<file path="src/rtl/fetch_stage_if.sv">
// Instruction-memory request/response channel between the fetch stage and the memory.
// One request may be outstanding; the response strobe arrives at least one cycle later.
interface fetch_stage_if;
  logic        imem_req;
  logic [31:0] imem_addr;
  logic        imem_valid;
  logic [31:0] imem_rdata;

  modport master (
    output imem_req,
    output imem_addr,
    input  imem_valid,
    input  imem_rdata
  );

  modport slave (
    input  imem_req,
    input  imem_addr,
    output imem_valid,
    output imem_rdata
  );
endinterface

</file>
<file path="src/rtl/fetch_stage.sv">
// Pipelined instruction fetch: PC register, single-outstanding memory request FSM,
// and the F/D pipeline register with stall, flush and bubble insertion.
module fetch_stage #(
  parameter logic [31:0] RESET_PC  = 32'h0000_0000,
  parameter logic [31:0] NOP_INSTR = 32'h0000_0013
) (
  input  logic                 clk,
  input  logic                 rst,
  input  logic                 StallF,
  input  logic                 StallD,
  input  logic                 FlushD,
  input  logic                 PCSrcE,
  input  logic [31:0]          PCTargetE,
  fetch_stage_if.master        imem,
  output logic [31:0]          InstrD,
  output logic [31:0]          PCD,
  output logic [31:0]          inc_PCD,
  output logic                 ValidD
);

  typedef enum logic [1:0] {IDLE, WAIT, HOLD, DROP} state_t;

  state_t      state_reg, state_next;
  logic [31:0] pcf_reg, pcf_next;
  logic [31:0] hold_reg, hold_next;
  logic [31:0] instr_reg, pcd_reg, inc_pcd_reg;
  logic        valid_reg;
  logic        req_next;
  logic        deliver;
  logic [31:0] deliver_instr;
  logic [31:0] pc_plus4;
  logic [31:0] target_aligned;
  logic        fd_blocked;

  assign pc_plus4       = pcf_reg + 32'd4;
  assign target_aligned = PCTargetE & 32'hFFFF_FFFC;
  // A flush without redirect must not lose the word: treat it like a stall and park it.
  assign fd_blocked     = StallD | FlushD;

  always_comb begin
    state_next    = state_reg;
    pcf_next      = pcf_reg;
    hold_next     = hold_reg;
    req_next      = 1'b0;
    deliver       = 1'b0;
    deliver_instr = imem.imem_rdata;
    case (state_reg)
      IDLE: begin
        if (PCSrcE) begin
          pcf_next = target_aligned;
        end else if (!StallF) begin
          req_next   = 1'b1;
          state_next = WAIT;
        end
      end
      WAIT: begin
        if (PCSrcE) begin
          pcf_next   = target_aligned;
          state_next = imem.imem_valid ? IDLE : DROP;
        end else if (imem.imem_valid) begin
          if (fd_blocked) begin
            hold_next  = imem.imem_rdata;
            state_next = HOLD;
          end else begin
            deliver    = 1'b1;
            pcf_next   = pc_plus4;
            state_next = IDLE;
          end
        end
      end
      HOLD: begin
        if (PCSrcE) begin
          pcf_next   = target_aligned;
          hold_next  = '0;
          state_next = IDLE;
        end else if (!fd_blocked) begin
          deliver       = 1'b1;
          deliver_instr = hold_reg;
          pcf_next      = pc_plus4;
          state_next    = IDLE;
        end
      end
      DROP: begin
        if (PCSrcE) begin
          pcf_next = target_aligned;
        end
        if (imem.imem_valid) begin
          state_next = IDLE;
        end
      end
      default: state_next = IDLE;
    endcase
  end

  assign imem.imem_req  = req_next & ~rst;
  assign imem.imem_addr = pcf_reg;

  // Reset during WAIT still has a response in flight, so it must be swallowed in DROP.
  always_ff @(posedge clk) begin
    if (rst) begin
      state_reg <= (state_reg == WAIT) ? DROP : IDLE;
      pcf_reg   <= RESET_PC & 32'hFFFF_FFFC;
      hold_reg  <= '0;
    end else begin
      state_reg <= state_next;
      pcf_reg   <= pcf_next;
      hold_reg  <= hold_next;
    end
  end

  always_ff @(posedge clk) begin
    if (rst) begin
      instr_reg   <= NOP_INSTR;
      pcd_reg     <= '0;
      inc_pcd_reg <= '0;
      valid_reg   <= 1'b0;
    end else if (FlushD) begin
      instr_reg <= NOP_INSTR;
      valid_reg <= 1'b0;
    end else if (StallD) begin
      instr_reg <= instr_reg;
      valid_reg <= valid_reg;
    end else if (deliver) begin
      instr_reg   <= deliver_instr;
      pcd_reg     <= pcf_reg;
      inc_pcd_reg <= pc_plus4;
      valid_reg   <= 1'b1;
    end else begin
      instr_reg <= NOP_INSTR;
      valid_reg <= 1'b0;
    end
  end

  assign InstrD  = instr_reg;
  assign PCD     = pcd_reg;
  assign inc_PCD = inc_pcd_reg;
  assign ValidD  = valid_reg;

endmodule
</file>
<file path="src/flat_wrapper.sv">
// flat-port wrapper written by rule: the top's interface ports become plain ports
module fetch_stage_flat 
#(
  parameter logic [31:0] RESET_PC  = 32'h0000_0000,
  parameter logic [31:0] NOP_INSTR = 32'h0000_0013
)
  (clk, rst, StallF, StallD, FlushD, PCSrcE, PCTargetE, InstrD, PCD, inc_PCD, ValidD, imem_imem_req, imem_imem_addr, imem_imem_valid, imem_imem_rdata);
  fetch_stage_if imem_i ();
  input  logic clk;
  input  logic rst;
  input  logic StallF;
  input  logic StallD;
  input  logic FlushD;
  input  logic PCSrcE;
  input  logic [31:0] PCTargetE;
  output logic [31:0] InstrD;
  output logic [31:0] PCD;
  output logic [31:0] inc_PCD;
  output logic ValidD;
  output wire logic [$bits(imem_i.imem_req)-1:0] imem_imem_req;
  output wire logic [$bits(imem_i.imem_addr)-1:0] imem_imem_addr;
  input wire logic [$bits(imem_i.imem_valid)-1:0] imem_imem_valid;
  input wire logic [$bits(imem_i.imem_rdata)-1:0] imem_imem_rdata;
  assign imem_imem_req = imem_i.imem_req;
  assign imem_imem_addr = imem_i.imem_addr;
  assign imem_i.imem_valid = imem_imem_valid;
  assign imem_i.imem_rdata = imem_imem_rdata;
  fetch_stage #(.RESET_PC(RESET_PC), .NOP_INSTR(NOP_INSTR)) u_core (.clk(clk), .rst(rst), .StallF(StallF), .StallD(StallD), .FlushD(FlushD), .PCSrcE(PCSrcE), .PCTargetE(PCTargetE), .imem(imem_i), .InstrD(InstrD), .PCD(PCD), .inc_PCD(inc_PCD), .ValidD(ValidD));
endmodule
</file>
<file path="config.mk">
export PLATFORM = sky130hd
export DESIGN_NAME = fetch_stage_flat
export DESIGN_NICKNAME = d
export VERILOG_FILES = /design/src/rtl/fetch_stage_if.sv /design/src/rtl/fetch_stage.sv /design/src/flat_wrapper.sv
export SDC_FILE = /design/constraint.sdc
export NUM_CORES = 1
export LEC_CHECK = 0
export ABC_AREA = 1
export CORE_MARGIN = 10
export CORE_UTILIZATION = 45
export CTS_CLUSTER_DIAMETER = 80
export DETAILED_ROUTE_END_ITERATION = 6
export GPL_ROUTABILITY_DRIVEN = 0
export PLACE_DENSITY = 0.72
export SLEW_MARGIN = 5
export SYNTH_ARGS = -nofsm -noshare
export SYNTH_HDL_FRONTEND = slang
export SYNTH_SLANG_ARGS = --single-unit
export TNS_END_PERCENT = 50
</file>
<file path="constraint.sdc">
create_clock -name clk -period 3.45 [get_ports clk]
set_input_delay 0.5175 -clock clk [delete_from_list [all_inputs] [get_ports clk]]
set_output_delay 0.5175 -clock clk [all_outputs]
set_load 0.02 [all_outputs]
</file>
# ---- Word level (Yosys, flattened, before mapping)
# Cells that the tools add are included.
dict set report word_totals {
  mem_bits_rw 0
  input_bits 71
  ff_bits 163
  n_memories 0
  output_inout_bits 130
  latchBits 0
  romBits 0
}
dict set report op_classes {
  n_mux 35
  shifts 0
  div 0
  n_eq_ne 13
  add_sub_neg 1
  mul 0
  order_cmp 0
  n_reduce_logical 8
  bitwise_logic 5
}
# operator count
set op_table {}
lappend op_table {{2-to-1 mux 32 bit} 12}
lappend op_table {{case mux 32 bit (3 select lines)} 1}
lappend op_table {{case mux 32 bit (2 select lines)} 1}
lappend op_table {{adder 32 x 3 -> 32 bit (second input constant)} 1}
lappend op_table {{2-to-1 mux 2 bit} 11}
lappend op_table {{!= test 3 bit (second input constant)} 4}
lappend op_table {{2-to-1 mux 1 bit} 8}
lappend op_table {{!= test 4 bit (second input constant)} 2}
lappend op_table {{case mux 2 bit (4 select lines)} 1}
lappend op_table {{!= test 2 bit (second input constant)} 3}
lappend op_table {{AND reduction 5 bit} 1}
lappend op_table {{equality test 2 bit (second input constant)} 2}
lappend op_table {{AND reduction 4 bit} 1}
lappend op_table {{OR reduction 2 bit} 2}
lappend op_table {{NOT 1 bit} 3}
lappend op_table {{AND reduction 3 bit} 1}
lappend op_table {{equality test 2 x 1 -> 1 bit (second input constant)} 1}
lappend op_table {{zero test 2 bit} 1}
lappend op_table {{!= test 2 x 1 -> 1 bit (second input constant)} 1}
lappend op_table {{case mux 1 bit (2 select lines)} 1}
lappend op_table {{AND reduction 2 bit} 1}
lappend op_table {{nonzero test 2 bit} 1}
lappend op_table {{AND 1 bit} 1}
lappend op_table {{bitwise OR 1 bit} 1}

# ---- Logic depth before layout (Yosys ltp)
# Gate-level depths: netlist of run 1.
dict set report depth {
  depth_word 6
  depth_mapped 11
  mapped_depth_nobuf 10
}

# ---- Worst setup path after synthesis of run 1
# No wires, ideal clock.
dict set report synth_path {
  path_kind {input to output}
  startpoint {input port rst}
  endpoint {output port imem_imem_req}
  t_required_ps 2932
  t_arrival_ps 1418
  path_slack_ps 1514
  cell_stages 2
  n_path_buf 1
  path_cell_list {clkbuf_1 -> nor4_1}
}
dict set report synth_between {
  elab_chain_cells 2
}
# item line_no
set synth_lines {}
lappend synth_lines {{start, declared} flat_wrapper.sv:10} ;# input logic rst;
lappend synth_lines {{NOT 1 bit} fetch_stage.sv:95} ;# assign imem.imem_req = req_next & ~rst;
lappend synth_lines {{AND 1 bit} fetch_stage.sv:95}
lappend synth_lines {{end, declared} flat_wrapper.sv:20} ;# output wire logic [$bits(imem_i.imem_req)-1:0] imem_imem_req;
# Every way passes these cells.

# ---- Final worst setup path of run 1
dict set report layout_path {
  startpoint {register u_core.state_reg[0]}
  endpoint {output port imem_imem_req}
}
dict set report layout_between {
  elab_chain_cells 3
}
# item line_no
set layout_lines {}
lappend layout_lines {{start, declared} fetch_stage.sv:23} ;# state_t state_reg, state_next;
lappend layout_lines {{start signal, assigned} fetch_stage.sv:101} ;# state_reg <= (state_reg == WAIT) ? DROP : IDLE;
lappend layout_lines {{start signal, assigned} fetch_stage.sv:105} ;# state_reg <= state_next;
lappend layout_lines {{zero test 2 bit} fetch_stage.sv:47} ;# case (state_reg)
lappend layout_lines {{2-to-1 mux 1 bit} fetch_stage.sv:47}
lappend layout_lines {{AND 1 bit} fetch_stage.sv:95}
# Every way passes these cells.

==> results of run 1 <==
==> Yosys cell counts, types with 5 or more instances <==
cell type,count
nor2_4,5
o211ai_1,8
buf_2,19
o21ai_0,104
a21oi_1,177
nor2_1,43
or2_2,7
o21ai_1,28
nand3_1,31
buf_4,17
xnor2_1,6
clkbuf_1,35
ha_1,5
inv_1,94
xor2_1,9
o21a_1,15
dfxtp_1,155
nand2_1,277
==> logic make-up after synthesis <==
family | synth area share [%]
fa+ha+maj | 0.843
compound gates | 23.8
xor+xnor | 1.77
flops | 42.6
simple gates | 21.0
other cells | 0.0505
buf+inv | 9.89
==> where the power goes <==
part / switching (uW) / internal [uW]
Sequential: 213 / 2040
Clock: 776 / 1250
Combinational: 1030 / 618
==> layer usage <==
metal / vias up / GRT usage (%) / wire length [um]
met3: 30 / 7.98 / 2140
met2: 228 / 31.8 / 10400
met1: 3310 / 25.4 / 10100
met4: 0 / 7.93 / 481
met5: - / 0 / 0
li1: 3775 / - / -
==> area by class of cell <==
cell class	instances	area, sq um
Clock inverter	14	189
Tap cell	216	270
Sequential cell	157	3160
Multi-Input combinational cell	743	3550
Inverter	99	372
Antenna cell	3	7.51
Fill cell	1496	5980
Timing Repair Buffer	204	2020
Clock buffer	18	450
==> worst min path at each step <==
stage	start	to	cells after the start
final	u_core.InstrD[29]	u_core.InstrD[29]	2
after global routing	u_core.hold_reg[16]	u_core.hold_reg[16]	2
after CTS	u_core.InstrD[29]	u_core.InstrD[29]	2
after detailed placement	u_core.InstrD[29]	u_core.InstrD[29]	2
after global placement	u_core.InstrD[29]	u_core.InstrD[29]	2
after floorplan	u_core.hold_reg[0]	u_core.hold_reg[0]	2
==> worst reg2reg max path: stages (launching register included) <==
cell and delay, ps:
edfxtp_1 380, inv_1 70, ha_1 300, inv_1 50, nor2_2 90, buf_4 250
nand3_2 180, inv_2 110, buf_12 300, nand3_1 200, o211ai_1 100, inv_1 50
==> per-stage QoR <==
step / util [%] / std cells / hold slack, ps
global placement: 58.6 / 1419 / 444
floorplan: - / 1072 / 444
global route: 62.6 / 1453 / 477
CTS: 62.6 / 1451 / 458
detailed placement: 58.6 / 1419 / 449
finish: 62.6 / 1454 / 456
==> results.py, run 1 <==
metrics = {
    "layout": {
        "drive_gt1_share_pct": 5.91,
        "mostFrequentLayoutCells": "nand2_1 (277), clkdlybuf4s50_1 (191), a21oi_1 (177)",
        "nets": 1298,
        "stdcell_area_sq_um": 10000,
        "final_common_cell": "nand2_1",
        "area_growth_pct": 35.0,
    },
    "timing": {
        "tightest_slew_ps": 1030,
        "clock.fmax_mhz": 384,
        "worst_slack_ps": 843,
        "skew_ps": 10.9,
        "final.period_utilization_pct": 75.6,
        "final_max_slew_viol_count": 0,
        "rsz0062_at_grt": "false",
        "finalSetupViolations": 0,
        "post-route-min-period_ps": 2610,
        "timing.slew.headroom_pct": 31.2,
        "tns_ps": 0,
        "hold_viol": 0,
    },
    "clock_tree": {
        "cts_tree": "done",
        "cts_setup_buffers": 0,
        "clock_path_buffers": 2,
        "cts_inserted_buffers": 17,
        "clk_latency_ps": 430,
        "cts.sinks": 157,
        "path_clk_slew_ps": 60,
        "holdBufCountCts": 0,
        "cts_resized": 0,
        "cts_max_level": 4,
        "cts.root.buffer_cell": "clkbuf_16",
    },
    "floorplanning": {
        "core_sq_um": 16000,
        "die_w_um": 148,
        "start_util_pct": 46.4,
        "die_height_um": 148,
        "fp-row-count": 46,
        "boundaryPins": 201,
        "dieArea_sq_um": 22000,
    },
    "route": {
        "viasPerCell": 5.05,
        "first_pass_iters": 5,
        "drc": 0,
        "ant_nets": 0,
        "wire_per_inst_um": 15.9,
        "drtIter0Drc": 461,
        "vias": 7343,
        "routed_wl_um": 23200,
    },
    "worst_setup_path": {
        "critPathSlowestCell": "clkdlybuf4s50_1",
        "reg2reg_depth": 11,
        "endpoint": "imem_imem_req",
        "slowest_delay_ps": 660,
        "crit_fanout": 3,
        "worstPathCellList": "inv_1 -> ha_1 -> inv_1 -> nor4_1 -> clkdlybuf4s50_1",
        "worstSetupEndpointType": "primary output",
        "required_ps": 2930,
        "r2r_setup_slack_ps": 1270,
        "startpoint": "u_core.state_reg[0]",
        "crit_cells": 5,
        "crit_family": "buffers and inverters",
        "worst_r2r_startpoint": "u_core.state_reg[0]",
        "r2r_end": "u_core.inc_PCD[26]",
        "cp-start-kind": "flop",
        "crit_top_cell": "inv_1",
        "critPathArrivalTime_ps": 2090,
        "path_buf_inv": 3,
        "criticalPathCategory": "reg -> out",
    },
    "run": {
        "drv_cap": 0,
    },
    "global_routing": {
        "first_global_vias": 6936,
        "antenna_found_initial": 3,
        "grt_first_pass_wirelength_um": 37000,
        "grt_start_max_net_pins": 84,
        "grt-ovfl-total": 0,
        "grt.total_usage_pct": 20.6,
    },
    "hold_path": {
        "hold_class": "reg -> reg",
    },
    "synthesis": {
        "async_reset_ff_share_pct": 0,
        "ys.warnings.count": 0,
        "synth_area_per_cell_sq_um": 6.96,
        "synth_edf_count": 2,
        "ys_ff_latch": 157,
        "synthTopCellsByArea": "dfxtp_1 (42%), nand2_1 (14%), a21oi_1 (12%), o21ai_0 (7.0%), inv_1 (4.8%)",
        "synth.distinct_cells": 35,
        "synth_top_cell_by_area": "dfxtp_1",
        "synth_cells": 1067,
        "synth_ff_type": "dfxtp_1",
        "syn_area_sq_um": 7420,
        "synth_top_cell_area_share_pct": 41.8,
        "ys_seq_area_share_pct": 42.6,
    },
    "power": {
        "power_density_nw_per_um2": 591,
        "irDropWorstVdd_uv": 445,
        "leakage_uw": 0.00384,
        "total_power_uw": 5930,
    },
    "outcome": {
        "status": "finished clean",
    },
    "place": {
        "dp_slack_ps": 906,
        "port-buffer-count": 192,
        "hpwlAfterDp_um": 16200,
        "placed_area_sq_um": 9380,
    },
}
No activity file was read; power rests on OpenSTA's default activity.
==> run 2, diff against run 1 <==
CORE_UTILIZATION = 44   (was 45)
PLACE_DENSITY = 0.74   (was 0.72)
clock period = 2.32 ns   (was 3.45 ns; I/O delays follow)
==> run 2 against run 1 <==
Combinational power is 56% higher. Clock skew decreased by 3.5 ps. Utilization is 1.5 points lower. Via count up 0.64%. Critical path depth is the same. First-iteration DRC count decreased by 0.43%. Sequential power increased by 48%. Hold slack got worse by 74 ps. Worst setup slack worse by 610 ps. Clock power up 37%. Critical path type unchanged. Critical endpoint unchanged. Largest cell class unchanged.
==> results.py, run 2 (synthesis gave the netlist of run 1 again) <==
metrics = {
    "run": {
        "drv_cap": 0,
    },
    "hold_path": {
        "hold_class": "in -> reg",
        "holdPathEnd": "u_core.hold_reg[19]",
        "hold_depth": 3,
        "hold_start": "rst",
    },
    "clock_tree": {
        "clock_path_buffers": 2,
        "cts_setup_buffers": 0,
        "cts.root.buffer_cell": "clkbuf_16",
        "cts.sinks": 157,
        "cts_inserted_buffers": 17,
        "clk_latency_ps": 420,
        "cts_max_level": 4,
        "cts_tree": "done",
        "path_clk_slew_ps": 70,
    },
    "power": {
        "irDropWorstVdd_uv": 664,
        "p_int_uw": 5680,
        "leakage_uw": 0.00390,
        "combinationalPowerShare_pct": 29.7,
        "p_sw_uw": 3020,
        "clkPwrFrac_pct": 32.1,
        "total_power_uw": 8700,
        "power_density_nw_per_um2": 859,
        "pwr-share-seq_pct": 38.3,
        "switching_share_pct": 34.7,
    },
    "worst_setup_path": {
        "required_ps": 1970,
        "crit_family": "buffers and inverters",
        "worstPathCellList": "inv_1 -> ha_1 -> inv_1 -> nor4_1 -> dlygate4sd2_1",
        "worst_r2r_startpoint": "u_core.state_reg[0]",
        "slowest_delay_ps": 420,
        "cp-start-kind": "flop",
        "startpoint": "u_core.state_reg[0]",
        "critPathSlowestCell": "edfxtp_1",
        "criticalPathCategory": "reg -> out",
        "path_buf_inv": 3,
        "crit_fanout": 3,
        "crit_top_cell": "inv_1",
        "critPathArrivalTime_ps": 1740,
        "r2r_end": "u_core.InstrD[0]",
        "worstSetupEndpointType": "primary output",
        "reg2reg_depth": 10,
        "r2r_setup_slack_ps": 380,
    },
    "route": {
        "ant_nets": 0,
        "routed_wl_um": 23100,
        "viasPerCell": 5.03,
        "first_pass_iters": 5,
        "drc": 0,
        "drtIter0Drc": 459,
        "vias": 7390,
        "wire_per_inst_um": 15.7,
    },
    "floorplanning": {
        "die_height_um": 150,
        "die_w_um": 150,
        "boundaryPins": 201,
        "fp-row-count": 47,
        "dieArea_sq_um": 22500,
        "start_util_pct": 44.8,
        "core_sq_um": 16600,
    },
    "layout": {
        "multi_input_area_sq_um": 3550,
        "final_common_cell": "nand2_1",
        "drive_gt1_share_pct": 6.74,
        "area_growth_pct": 36.5,
        "stdcell_area_sq_um": 10100,
        "mostFrequentLayoutCells": "nand2_1 (277), clkdlybuf4s50_1 (190), a21oi_1 (177)",
        "fill_cells": 1562,
        "seq_area_sq_um": 3160,
        "post-route-util_pct": 61.1,
        "nets": 1309,
    },
    "timing": {
        "finalSetupViolations": 0,
        "post-route-min-period_ps": 2090,
        "rsz0062_at_grt": "false",
        "hold_viol": 0,
        "final_max_slew_viol_count": 0,
        "timing.slew.headroom_pct": 51.1,
        "whs_ps": 382,
        "skew_ps": 7.37,
        "tightest_slew_ps": 732,
        "clock.fmax_mhz": 480,
        "final.period_utilization_pct": 89.9,
        "tns_ps": 0,
    },
    "place": {
        "hpwlAfterDp_um": 16400,
        "placed_area_sq_um": 9530,
        "port-buffer-count": 192,
    },
    "global_routing": {
        "first_global_vias": 6937,
        "grt_start_max_net_pins": 72,
        "grt_first_pass_wirelength_um": 36700,
        "grt-ovfl-total": 0,
        "antenna_found_initial": 4,
        "grt.total_usage_pct": 20.3,
    },
    "outcome": {
        "status": "finished clean",
    },
}
[run 2: changes by cell type in the layout (fill, tap and decap cells not counted), moves of 2 or more]
cell / previous run / this run
buf_4: 11 / 17
buf_12: 1 / 6
bufinv_16: 4 / 1
clkbuf_8: 0 / 3
clkinv_2: 4 / 2
[run 2: worst reg2reg max path: cells and delay by family (launching register included)]
family / cells / cell delay, ps
compound gates: 3 / 340
buf+inv: 3 / 390
flops: 1 / 380
simple gates: 3 / 400
fa+ha+maj: 1 / 310
[run 2: power groups by stage]
stage | clock (uW) | sequential, uW | combinational [uW]
global placement | 0 | 3370 | 2560
finish | 2790 | 3330 | 2580
floorplan | 0 | 3530 | 1420
global route | 2950 | 3380 | 2850
detailed placement | 0 | 3380 | 2580
CTS | 2830 | 3330 | 2600
[run 2: worst max-delay path by stage]
stage,to,slack [ps],cells past startpoint
6_report,imem_imem_req,230,5
3_5_place_dp,u_core.InstrD[0],240,9
2_1_floorplan,u_core.state_reg[0],580,9
3_3_place_gp,imem_imem_req,230,3
4_1_cts,imem_imem_req,200,5
5_1_grt,imem_imem_req,130,5
[run 2: metrics by stage]
step                      cells  setup slack, ps
final                      1470              235
after CTS                  1466              203
after global routing       1468              132
after global placement     1434              234
after floorplan            1072              578
after detailed placement   1434              240
[run 2: layer usage]
| metal | up-vias | global-route usage [%] | part of all wire [%] | wire length (um) |
|---|---|---|---|---|
| li1 | 3803 | - | - | - |
| met2 | 228 | 30.8 | 45 | 10400 |
| met1 | 3321 | 25.5 | 43 | 9990 |
| met4 | 0 | 7.97 | 2.4 | 557 |
| met5 | - | 0 | 0 | 0 |
| met3 | 38 | 7.52 | 9.5 | 2190 |
[run 2: area by class of cell]
| class | instances | share of cell area [%] |
|---|---|---|
| antenna | 4 | 0.0988 |
| clock buffer | 21 | 4.85 |
| clock inverter | 11 | 1.05 |
| inverter | 99 | 3.67 |
| multi-input combinational | 743 | 35.1 |
| sequential | 157 | 31.2 |
| tap | 220 | 2.72 |
| timing repair buffer | 215 | 21.3 |
[run 2: what timing repair did]
action	4_1_cts	5_1_grt
resized for setup	1	0
hold buffers	0	0
setup endpoints to repair	1	0
